**src/rtl/bus_master_arb.sv**
```systemverilog
// Round-robin arbiter sharing one az_bus master port among NM requesters.
// Optional BUSY watchdog enabled by defining BUS_ARB_TIMEOUT_EN.
module bus_master_arb #(
    parameter int unsigned NM             = 4,
    parameter int unsigned TIMEOUT_CYCLES = 255
) (
    input  logic               clk,
    input  logic               rst_n,
    input  logic [NM-1:0]      req_valid,
    input  logic [NM-1:0]      req_wr,
    input  logic [NM*32-1:0]   req_addr,
    input  logic [NM*32-1:0]   req_wdata,
    output logic [NM-1:0]      req_ack,
    output logic               req_err,
    output logic [31:0]        req_rdata,
    output logic               bus_req,
    output logic               bus_wr,
    output logic [31:0]        bus_addr,
    output logic [31:0]        bus_wdata,
    input  logic [31:0]        bus_rdata,
    input  logic               bus_rdy
);

    localparam int unsigned IW = (NM > 1) ? $clog2(NM) : 1;

    localparam logic [0:0] StIdle = 1'b0;
    localparam logic [0:0] StBusy = 1'b1;

    logic [0:0]    state_q;
    logic [IW-1:0] gnt_q;
    logic [IW-1:0] rr_ptr_q;
    logic [IW-1:0] rr_ptr_next;
    logic [IW-1:0] win;
    logic          found;
    logic          timeout;
    logic          complete;

    // First requester at or above rr_ptr, wrapping past NM-1 to 0.
    always_comb begin
        int unsigned   idx;
        logic [IW-1:0] idx_w;
        win   = '0;
        found = 1'b0;
        for (int unsigned k = 0; k < NM; k++) begin
            idx   = (32'(rr_ptr_q) + k) % NM;
            idx_w = IW'(idx);
            if (!found && req_valid[idx_w]) begin
                found = 1'b1;
                win   = idx_w;
            end
        end
    end

`ifdef BUS_ARB_TIMEOUT_EN
    logic [15:0] to_cnt_q;

    assign timeout = (state_q == StBusy) && !bus_rdy &&
                     (to_cnt_q == 16'(TIMEOUT_CYCLES - 1));

    always_ff @(posedge clk or negedge rst_n) begin
        if (!rst_n) begin
            to_cnt_q <= '0;
        end else if (state_q == StIdle) begin
            to_cnt_q <= '0;
        end else if (!bus_rdy) begin
            to_cnt_q <= to_cnt_q + 16'd1;
        end
    end
`else
    assign timeout = 1'b0;
`endif

    assign complete    = (state_q == StBusy) && (bus_rdy || timeout);
    assign rr_ptr_next = (gnt_q == IW'(NM - 1)) ? '0 : gnt_q + 1'b1;
    assign bus_req     = (state_q == StBusy);

    always_comb begin
        req_ack   = '0;
        req_rdata = '0;
        req_err   = 1'b0;
        if (complete) begin
            req_ack[gnt_q] = 1'b1;
            // A ready in the timeout cycle wins over the forced termination.
            if (bus_rdy) begin
                req_rdata = bus_rdata;
            end else begin
                req_err = 1'b1;
            end
        end
    end

    always_ff @(posedge clk or negedge rst_n) begin
        if (!rst_n) begin
            state_q   <= StIdle;
            gnt_q     <= '0;
            rr_ptr_q  <= '0;
            bus_wr    <= 1'b0;
            bus_addr  <= '0;
            bus_wdata <= '0;
        end else begin
            case (state_q)
                StIdle: begin
                    if (found) begin
                        state_q   <= StBusy;
                        gnt_q     <= win;
                        bus_wr    <= req_wr[win];
                        bus_addr  <= req_addr[32*win +: 32];
                        bus_wdata <= req_wdata[32*win +: 32];
                    end
                end
                StBusy: begin
                    if (complete) begin
                        state_q  <= StIdle;
                        rr_ptr_q <= rr_ptr_next;
                    end
                end
                default: state_q <= StIdle;
            endcase
        end
    end

endmodule

```
**config.mk**
```make
export PLATFORM = sky130hd
export DESIGN_NAME = bus_master_arb
export DESIGN_NICKNAME = d
export VERILOG_FILES = /design/src/rtl/bus_master_arb.sv
export SDC_FILE = /design/constraint.sdc
export NUM_CORES = 1
export LEC_CHECK = 0
export ABC_CLOCK_PERIOD_IN_PS = 2200
export CORE_AREA = 10 10 149 151
export CTS_BUF_LIST = sky130_fd_sc_hd__clkbuf_8 sky130_fd_sc_hd__clkbuf_16
export CTS_CLUSTER_SIZE = 12
export DETAILED_ROUTE_END_ITERATION = 12
export DIE_AREA = 0 0 159 161
export GPL_TIMING_DRIVEN = 0
export PLACE_DENSITY = 0.7
export SLEW_MARGIN = 15
export SYNTH_ARGS = -nofsm -noshare
export SYNTH_HDL_FRONTEND = slang
export SYNTH_SLANG_ARGS = --single-unit
```
**constraint.sdc**
```tcl
create_clock -name clk -period 2.2 [get_ports clk]
set_input_delay 0.44 -clock clk [delete_from_list [all_inputs] [get_ports clk]]
set_output_delay 0.44 -clock clk [all_outputs]
set_load 0.1 [all_outputs]
```
Yosys cells after proc, flatten, opt, wreduce, memory -nomap -nowiden --
Index checks and enable logic that the tools add are counted.
Word-level totals: register bits 70, logic and storage cells 60
Cells by class: $add $sub $neg 4, magnitude comparators 7, eq/ne operators 1, shifts and indexed selects 2, muxes and demuxes 29, bitwise logic cells 1, reductions and logical operators 10
Operators by type and width (count):
- 128-bit by 8-bit variable part select with 32-bit output | 2
- 32-bit two-way mux | 2
- 2-bit by 3-bit less-than comparator with 1-bit output (second input constant) | 6
- 1-bit two-way mux | 14
- 1-bit binary-select mux with 2-bit select | 5
- 2-bit two-way mux | 5
- 1-bit logical AND | 5
- 2-bit by 1-bit adder with 2-bit output (second input constant) | 2
- 2-bit adder (second input constant) | 2
- 4-bit two-way mux | 1
- 2-bit AND reduction | 2
- 1-bit zero test | 3
- 1-bit demux with 2-bit select | 1
- 2-bit == test (second input constant) | 1
- 2-bit by 1-bit >= comparator with 1-bit output (second input constant) | 1
- 1-bit case mux with 2 select lines | 1
- 1-bit NOT | 1

Logic depth before layout (Yosys ltp) --
Gate-level depths: netlist of the first run.
depth in word-level cells 14, gate-level depth with buffers 7

Least setup slack after synthesis of the first run --
No wires, ideal clock.
path kind register -> output, start point reg state_q, in the netlist bus_req, end point out req_rdata[10], arrival time 2254 ps, required time 1760 ps, slack -494 ps, cell stages (with the launch flop) 4, buffers on the path 2, cell sequence dfrtp_1 -> clkbuf_1 -> clkbuf_1 -> and3_1
Between the ends: cells in the longest elaborated chain, start to end 2
Ends and longest elaborated chain:
- start, declared | RTL line 29 | logic [0:0] state_q;
- start signal, assigned | RTL line 94 | state_q <= StIdle;
- start signal, assigned | RTL line 104 | state_q <= StBusy;
- start signal, assigned | RTL line 113 | state_q <= StIdle;
- 1-bit logical AND | RTL line 73 | assign complete = (state_q == StBusy) && (bus_rdy || timeout);
- 32-bit two-way mux | RTL line 81 | if (complete) begin
- end, declared | RTL line 15 | output logic [31:0] req_rdata,
Every way passes these cells.

Final worst setup path of the first run --
start point reg gnt_q[0], end point out req_ack[3]
Between the ends: cells in the longest elaborated chain, start to end 5, elaborated cells between the ends (all ways) 6, those cells by class order compare: 2; mux: 3; reduce/logical: 1
Ends and longest elaborated chain:
- start, declared | RTL line 30 | logic [IW-1:0] gnt_q;
- start signal, assigned | RTL line 105 | gnt_q <= win;
- 2-bit by 3-bit less-than comparator with 1-bit output (not written as such) / 2-bit by 1-bit >= comparator with 1-bit output (equally long branches) | RTL line 82 | req_ack[gnt_q] = 1'b1;
- 1-bit logical AND (not written as such) | RTL line 82
- 1-bit two-way mux (not written as such) | RTL line 82
- 1-bit demux with 2-bit select (*) | RTL line 82
- 4-bit two-way mux (*) | RTL line 81
- end, declared | RTL line 13 | output logic [NM-1:0] req_ack,
Every way passes the cells marked *; elsewhere a longest branch is shown, timed or not.

==> results of run 1 <==
[cells in the mapped netlist (3+ instances only)]
cell type / number / area, um2
mux2i_1: 132 / 1321
dfrtp_1: 70 / 1752
nand2_1: 69 / 259.0
o221ai_1: 50 / 437.9
and3_1: 36 / 225.2
buf_2: 20 / 100.1
o221ai_2: 15 / 225.2
clkbuf_1: 13 / 48.80
buf_4: 6 / 45.04
buf_6: 5 / 56.30
ha_1: 4 / 50.05
nor2_1: 3 / 11.26
[layout by cell type (no fill, tap or decap), types with 2 or more instances in the layout]
master           Yosys  final
clkdlybuf4s50_1      0    295
clkbuf_4             0      7
inv_1                2      4
o221ai_1            50     50
clkinv_2             0      2
ha_1                 4      4
or2_1                2      2
clkbuf_1            13      2
bufinv_16            0      2
o21ai_0              2      2
mux2i_1            132    128
buf_8                0      2
buf_2               20     13
nor2_1               3      3
mux2i_2              0      3
buf_4                6     38
nand2b_1             2      2
buf_12               0      2
o221ai_2            15     15
and3_2               0     36
nand2_1             69     69
clkdlybuf4s18_2      0      2
clkbuf_16            0      9
buf_6                5      9
clkbuf_2             0      9
dlygate4sd2_1        0     67
dfrtp_1             70     69
[what timing repair did]
action                     4_1_cts  5_1_grt
setup endpoints to repair      168       68
gates resized for setup        295       25
hold buffers                     0        0
setup buffers                    0        2
hold endpoints to repair         0        0
pin swaps                        0        1
[path summary, 6_finish.rpt]
path	endpoint	slack, ns
min reg2reg	bus_wdata[10]	0.48
max	req_ack[3]	0.06
max in group asynchronous	bus_addr[6]	1.53
min in group clk	bus_wdata[10]	0.48
max reg2reg	bus_addr[25]	0.27
min	bus_wdata[31]	0.07
[layer usage]
metal  track usage [%]  up-vias  share of wire (%)
met2             33.01      246                 50
li1                  -     2510                  -
met3             7.448       19                8.7
met1             21.33     2473                 40
met5                 0        -                  0
met4             4.971        0                1.5
[power by group through the flow]
stage	sequential, W	clock, W	combinational [W]
global route	0.00226	0.00168	0.00850
finish	0.00218	0.00157	0.00812
detailed placement	0.00221	0	0.00848
CTS	0.00219	0.00162	0.00814
floorplan	0.00597	0	0.00221
global placement	0.00219	0	0.00845
[metrics by stage]
stage          instance area (um2)  TNS (ns)
6_report                      9346         0
5_1_grt                       9346  -0.03877
4_1_cts                       9271   -0.1679
3_5_place_dp                  9065    -71.25
3_3_place_gp                  9047   -210.03
2_1_floorplan                 4712         0
[registers in the layout (all words and copies together) (netlist names)]
name / cells
bus_addr: 32
bus_req: 1
bus_wdata: 32
bus_wr: 1
gnt_q: 2
rr_ptr_q: 2
[worst max-delay path, cell delays in order, from the launching register on]
cell	delay, ns
dfrtp_1	0.44
ha_1	0.24
and3_2	0.21
clkdlybuf4s18_2	0.48
[cell families after synthesis]
group	after synthesis	synth area share [%]
other	1	0.08037
adder cells (fa/ha/maj)	4	1.073
AND/OR/NAND/NOR	115	11.59
AO/OA/AOI/OAI	73	15.55
multiplexers	133	28.56
buffers and inverters	47	5.605
flip-flops	70	37.54
[cell type report]
cell class,instances,area [um2]
well taps,265,331.6
clock inverters,6,77.57
diodes,1,2.502
inverters,2,7.507
fillers,1832,9861
plain buffers,44,335.3
repair buffers,403,3864
clock buffers,10,239.0
multi-input cells,326,2736
flip-flops and latches,70,1753
==> results.toml, run 1 <==
[outcome]
status = "finished, final reports clean"

[critical_path]
r2r_start = "rr_ptr_q[1]"
crit_fanout = 5
setup.worst_path.start_class = "flip-flop"
path_class = "flip-flop to primary output"
cp.required_ns = 1.76
arrival_ns = 1.70
rr_worst_depth = 7
endpoint_kind = "primary output"
worstSetupStartpoint = "gnt_q[0]"

[clock_tree]
clockRootBuffer = "clkbuf_16"
clk_pin_slew_ns = 0.06
htree_levels = 3
numCtsBuffers = 9
worstSkewPairLatency_ns = 0.33
cts.path.max_buffers = 2
cts_sinks = 70
cts_tree = "built"

[pwr]
p_per_area_nw_per_um2 = 1271
internal_power_w = 0.004988
p_seq_share_pct = 18.4
clkPwrFrac_pct = 13.2
finalPower_w = 0.01188
power.switching_w = 0.006888
ir_worst_vdd_uv = 701.9
leakage_nw = 4.436
switching_share_pct = 58.00
p_comb_share_pct = 68.4

[routing]
wl_per_cell_um = 22.39
num_vias = 5248
wirelength_mm = 25.24
drt-initial-drc-count = 183
dr.pass1.iters = 4
drc = 0
antenna_violating_nets_post_route = 0
vias_per_cell = 4.657

[placed_design]
dp_slack_ns = -1.216
routabilityCongestion = 0.8001
hpwl_mm = 20.82
port_buffers = 400
dp_cells = 1109

[grt]
grt_pass1_wl_mm = 37.78
grt_usage_pct = 19.01
grt_max_degree = 37
antenna_found_initial = 1
grt_pass1_vias = 5905
gr-total-overflow = 0

[sta]
whs_ns = 0.07474
tightest_slew_ns = 1.042
finClkSkew_ns = 0.006123
period_minus_slack_ns = 2.137
slew_headroom_pct = 30.80
setup_viol = 0
fmax_ghz = 0.4679
period_share_pct = 97.15
hold_violations = 0
final.setup.worst_slack_ns = 0.06279
slew_viol_final = 0

[layout]
layout-drive-gt1-share_pct = 18.12
finalNonFillerCells = 1127
areaGrowthSynthToFinish_pct = 100.3
postLayoutCoreUtil_pct = 48.66
layout.nets = 1159

[yosys]
syn_avg_cell_area_um2 = 10.53
ys_seq_area_share_pct = 37.54
ys_ff_latch = 70
ys.flop_type = "dfrtp_1"
synthesis.area_um2 = 4666
ys_types = 28
synth_nets = 746
ys_async_sr_fraction_pct = 100.0
synth_edf_count = 0
syn_inst = 443
yosysWarnings = 0

[floorplanning]
die_area_um2 = 25600
die_h_um = 161
core_um2 = 19210
start_util_pct = 24.29
core.rowCount = 51
ioPinCount = 402
die_w_um = 159

[hold_path]
min_path_type = "input pin to async pin"

[job]
max_cap_viol_count = 0
Note: power is estimated with default switching activity, not from simulation.
==> run 2, diff against run 1 <==
--- a/config.mk
+++ b/config.mk
@@ -13,7 +13,6 @@
 export DIE_AREA = 0 0 159 161
 export GPL_TIMING_DRIVEN = 0
 export PLACE_DENSITY = 0.7
-export SLEW_MARGIN = 15
 export SYNTH_ARGS = -nofsm -noshare
 export SYNTH_HDL_FRONTEND = slang
 export SYNTH_SLANG_ARGS = --single-unit
==> results of run 2 <==
The final DEF is identical to that of run 1; final timing and power are the same.
==> run 3, diff against run 2 <==
==> config.mk (replaced) <==
export PLATFORM = sky130hd
export DESIGN_NAME = bus_master_arb
export DESIGN_NICKNAME = d
export VERILOG_FILES = /design/src/rtl/bus_master_arb.sv
export SDC_FILE = /design/constraint.sdc
export NUM_CORES = 1
export LEC_CHECK = 0
export ABC_CLOCK_PERIOD_IN_PS = 2000
export CORE_AREA = 2 2 157 159
export CTS_BUF_LIST = sky130_fd_sc_hd__clkbuf_8 sky130_fd_sc_hd__clkbuf_16
export CTS_CLUSTER_SIZE = 12
export DETAILED_ROUTE_END_ITERATION = 12
export DIE_AREA = 0 0 159 161
export GPL_TIMING_DRIVEN = 0
export PLACE_DENSITY = 0.6
export SYNTH_ARGS = -nofsm -noshare
export SYNTH_HDL_FRONTEND = slang
export SYNTH_SLANG_ARGS = --single-unit
==> constraint.sdc (replaced) <==
create_clock -name clk -period 2 [get_ports clk]
set_input_delay 0.4 -clock clk [delete_from_list [all_inputs] [get_ports clk]]
set_output_delay 0.4 -clock clk [all_outputs]
set_load 0.1 [all_outputs]
==> run 3 against run 2 <==
  * Clock skew is 0.0017 ns lower
  * Setup slack lost 0.017 ns
  * Routed wire length fell by 12%
  * Clock-buffer cell count decreased by 1
  * Power rose by 8.3%
  * Non-clock buffer count down 1
  * Via count fell by 1.9%
  * Flip-flop and latch count unchanged
  * Largest cell class unchanged
  * Largest power group unchanged
  * Highest routed layer unchanged
==> results.toml, run 3 (same netlist as run 1, synthesis figures left out) <==
[layout]
fillCellCount = 2475
final_area_um2 = 9554
seqCellArea_um2 = 1753
multi_input_area_um2 = 2775
mostFrequentLayoutCell = "clkdlybuf4s50_1"
layout-drive-gt1-share_pct = 19.91
reg_top3 = "bus_addr: 32 flops, bus_wdata: 32 flops"
areaGrowthSynthToFinish_pct = 104.8
layout_common_cells = "clkdlybuf4s50_1 (292), mux2i_1 (123), nand2_1 (69), dfrtp_1 (69), o221ai_1 (50)"
layout.nets = 1158
postLayoutCoreUtil_pct = 39.87

[job]
max_cap_viol_count = 0

[clock_tree]
numCtsBuffers = 9
post_cts_buffers = 0
worstSkewPairLatency_ns = 0.33
clk_pin_slew_ns = 0.06
cts.path.max_buffers = 2
clockRootBuffer = "clkbuf_16"
cts_tree = "built"
cts_sinks = 70
htree_levels = 3

[critical_path]
crit_family = "buffers and inverters"
worstPathCellList = "dlygate4sd2_1"
cp.required_ns = 1.60
crit_fanout = 2
setup.worst_path.start_class = "flip-flop"
endpoint_kind = "primary output"
crit_buf_inv = 1
path_class = "flip-flop to primary output"
arrival_ns = 1.55
slowest_stage = "dlygate4sd2_1"
slowest_delay_ns = 0.88

[grt]
grt_pass1_vias = 5522
grt_max_degree = 43
grt_usage_pct = 17.00
gr-total-overflow = 0
antenna_found_initial = 2
grt_pass1_wl_mm = 33.56

[placed_design]
port_buffers = 400
postPlaceCellArea_um2 = 9146
hpwl_mm = 17.89
routabilityCongestion = 0.7970

[routing]
antenna_violating_nets_post_route = 0
vias_per_cell = 4.345
num_vias = 5149
drt-initial-drc-count = 238
drc = 0
wirelength_mm = 22.28
dr.pass1.iters = 4
wl_per_cell_um = 18.80

[sta]
finClkSkew_ns = 0.004409
tightest_slew_ns = 1.006
fmax_ghz = 0.5117
period_minus_slack_ns = 1.954
hold_violations = 0
whs_ns = 0.4794
slew_viol_final = 0
tns_ns = 0
period_share_pct = 97.72
setup_viol = 0
slew_headroom_pct = 33.18

[floorplanning]
die_area_um2 = 25600
die_w_um = 159
start_util_pct = 19.47
core.rowCount = 57
core_um2 = 23960
ioPinCount = 402
die_h_um = 161

[pwr]
p_per_area_nw_per_um2 = 1347
leakage_nw = 4.384
ir_worst_vdd_uv = 691.0

[outcome]
status = "finished, final reports clean"

[hold_path]
min_path_type = "flip-flop to flip-flop"
run 3: changes by cell type in the layout (fill, tap and decap cells not counted), moves of 3 or more:
cell / change
mux2i_1: -5
buf_6: +16
clkdlybuf4s15_1: +27
clkbuf_4: -3
mux2i_2: +3
dlygate4sd2_1: -37
buf_8: +6
clkbuf_2: +4
buf_4: -16
clkdlybuf4s50_1: -3
clkdlybuf4s15_2: +4
run 3: through the flow:
stage	total power (W)	setup WS [ns]	std cells
floorplan	0.009002	-0.09492	443
global placement	0.01163	-2.537	1167
detailed placement	0.01167	-1.372	1168
CTS	0.01293	0.0004668	1183
global route	0.01349	-0.01387	1184
finish	0.01287	0.04567	1185
run 3: final cells by class:
| cell class | count | share of cell area, % |
|---|---|---|
| Clock buffer | 9 | 2.357 |
| Inverter | 2 | 0.07858 |
| Multi-Input combinational cell | 326 | 29.05 |
| Buffer | 44 | 3.929 |
| Clock inverter | 6 | 0.3274 |
| Timing Repair Buffer | 402 | 41.62 |
| Sequential cell | 70 | 18.35 |
| Tap cell | 324 | 4.243 |
| Antenna cell | 2 | 0.05238 |
run 3: power by group:
part,internal (W),leakage (nW),switching [W]
clock network,0.000819,0.132,0.000622
logic,0.00250,3.39,0.00655
registers,0.00202,0.862,0.000360
total,0.00534,4.38,0.00753
run 3: path summary, 6_finish.rpt:
check,slack [ns],depth (start not counted),endpoint,from
min,0.48,2,bus_wdata[14],bus_wdata[14]
max,0.05,1,bus_addr[8],bus_addr[8]
min reg2reg,0.48,2,bus_wdata[14],bus_wdata[14]
max in group asynchronous,0.88,3,bus_wdata[5],rst_n
min in group asynchronous,0.54,2,bus_addr[9],rst_n
max reg2reg,0.15,7,bus_addr[5],rr_ptr_q[1]
run 3: metal layers:
| layer | GRT usage [%] | share of wire [%] |
|---|---|---|
| met5 | 0 | 0 |
| met4 | 3.843 | 1.1 |
| met3 | 5.393 | 7.4 |
| met2 | 29.88 | 50 |
| met1 | 20.31 | 41 |
run 3: repair_timing:
item / CTS / global route
cloned: 0 / 0
gates resized for setup: 354 / 73
hold endpoints to repair: 3 / 0
hold buffers: 1 / 0
setup endpoints to repair: 169 / 130
pin swaps: 1 / 0
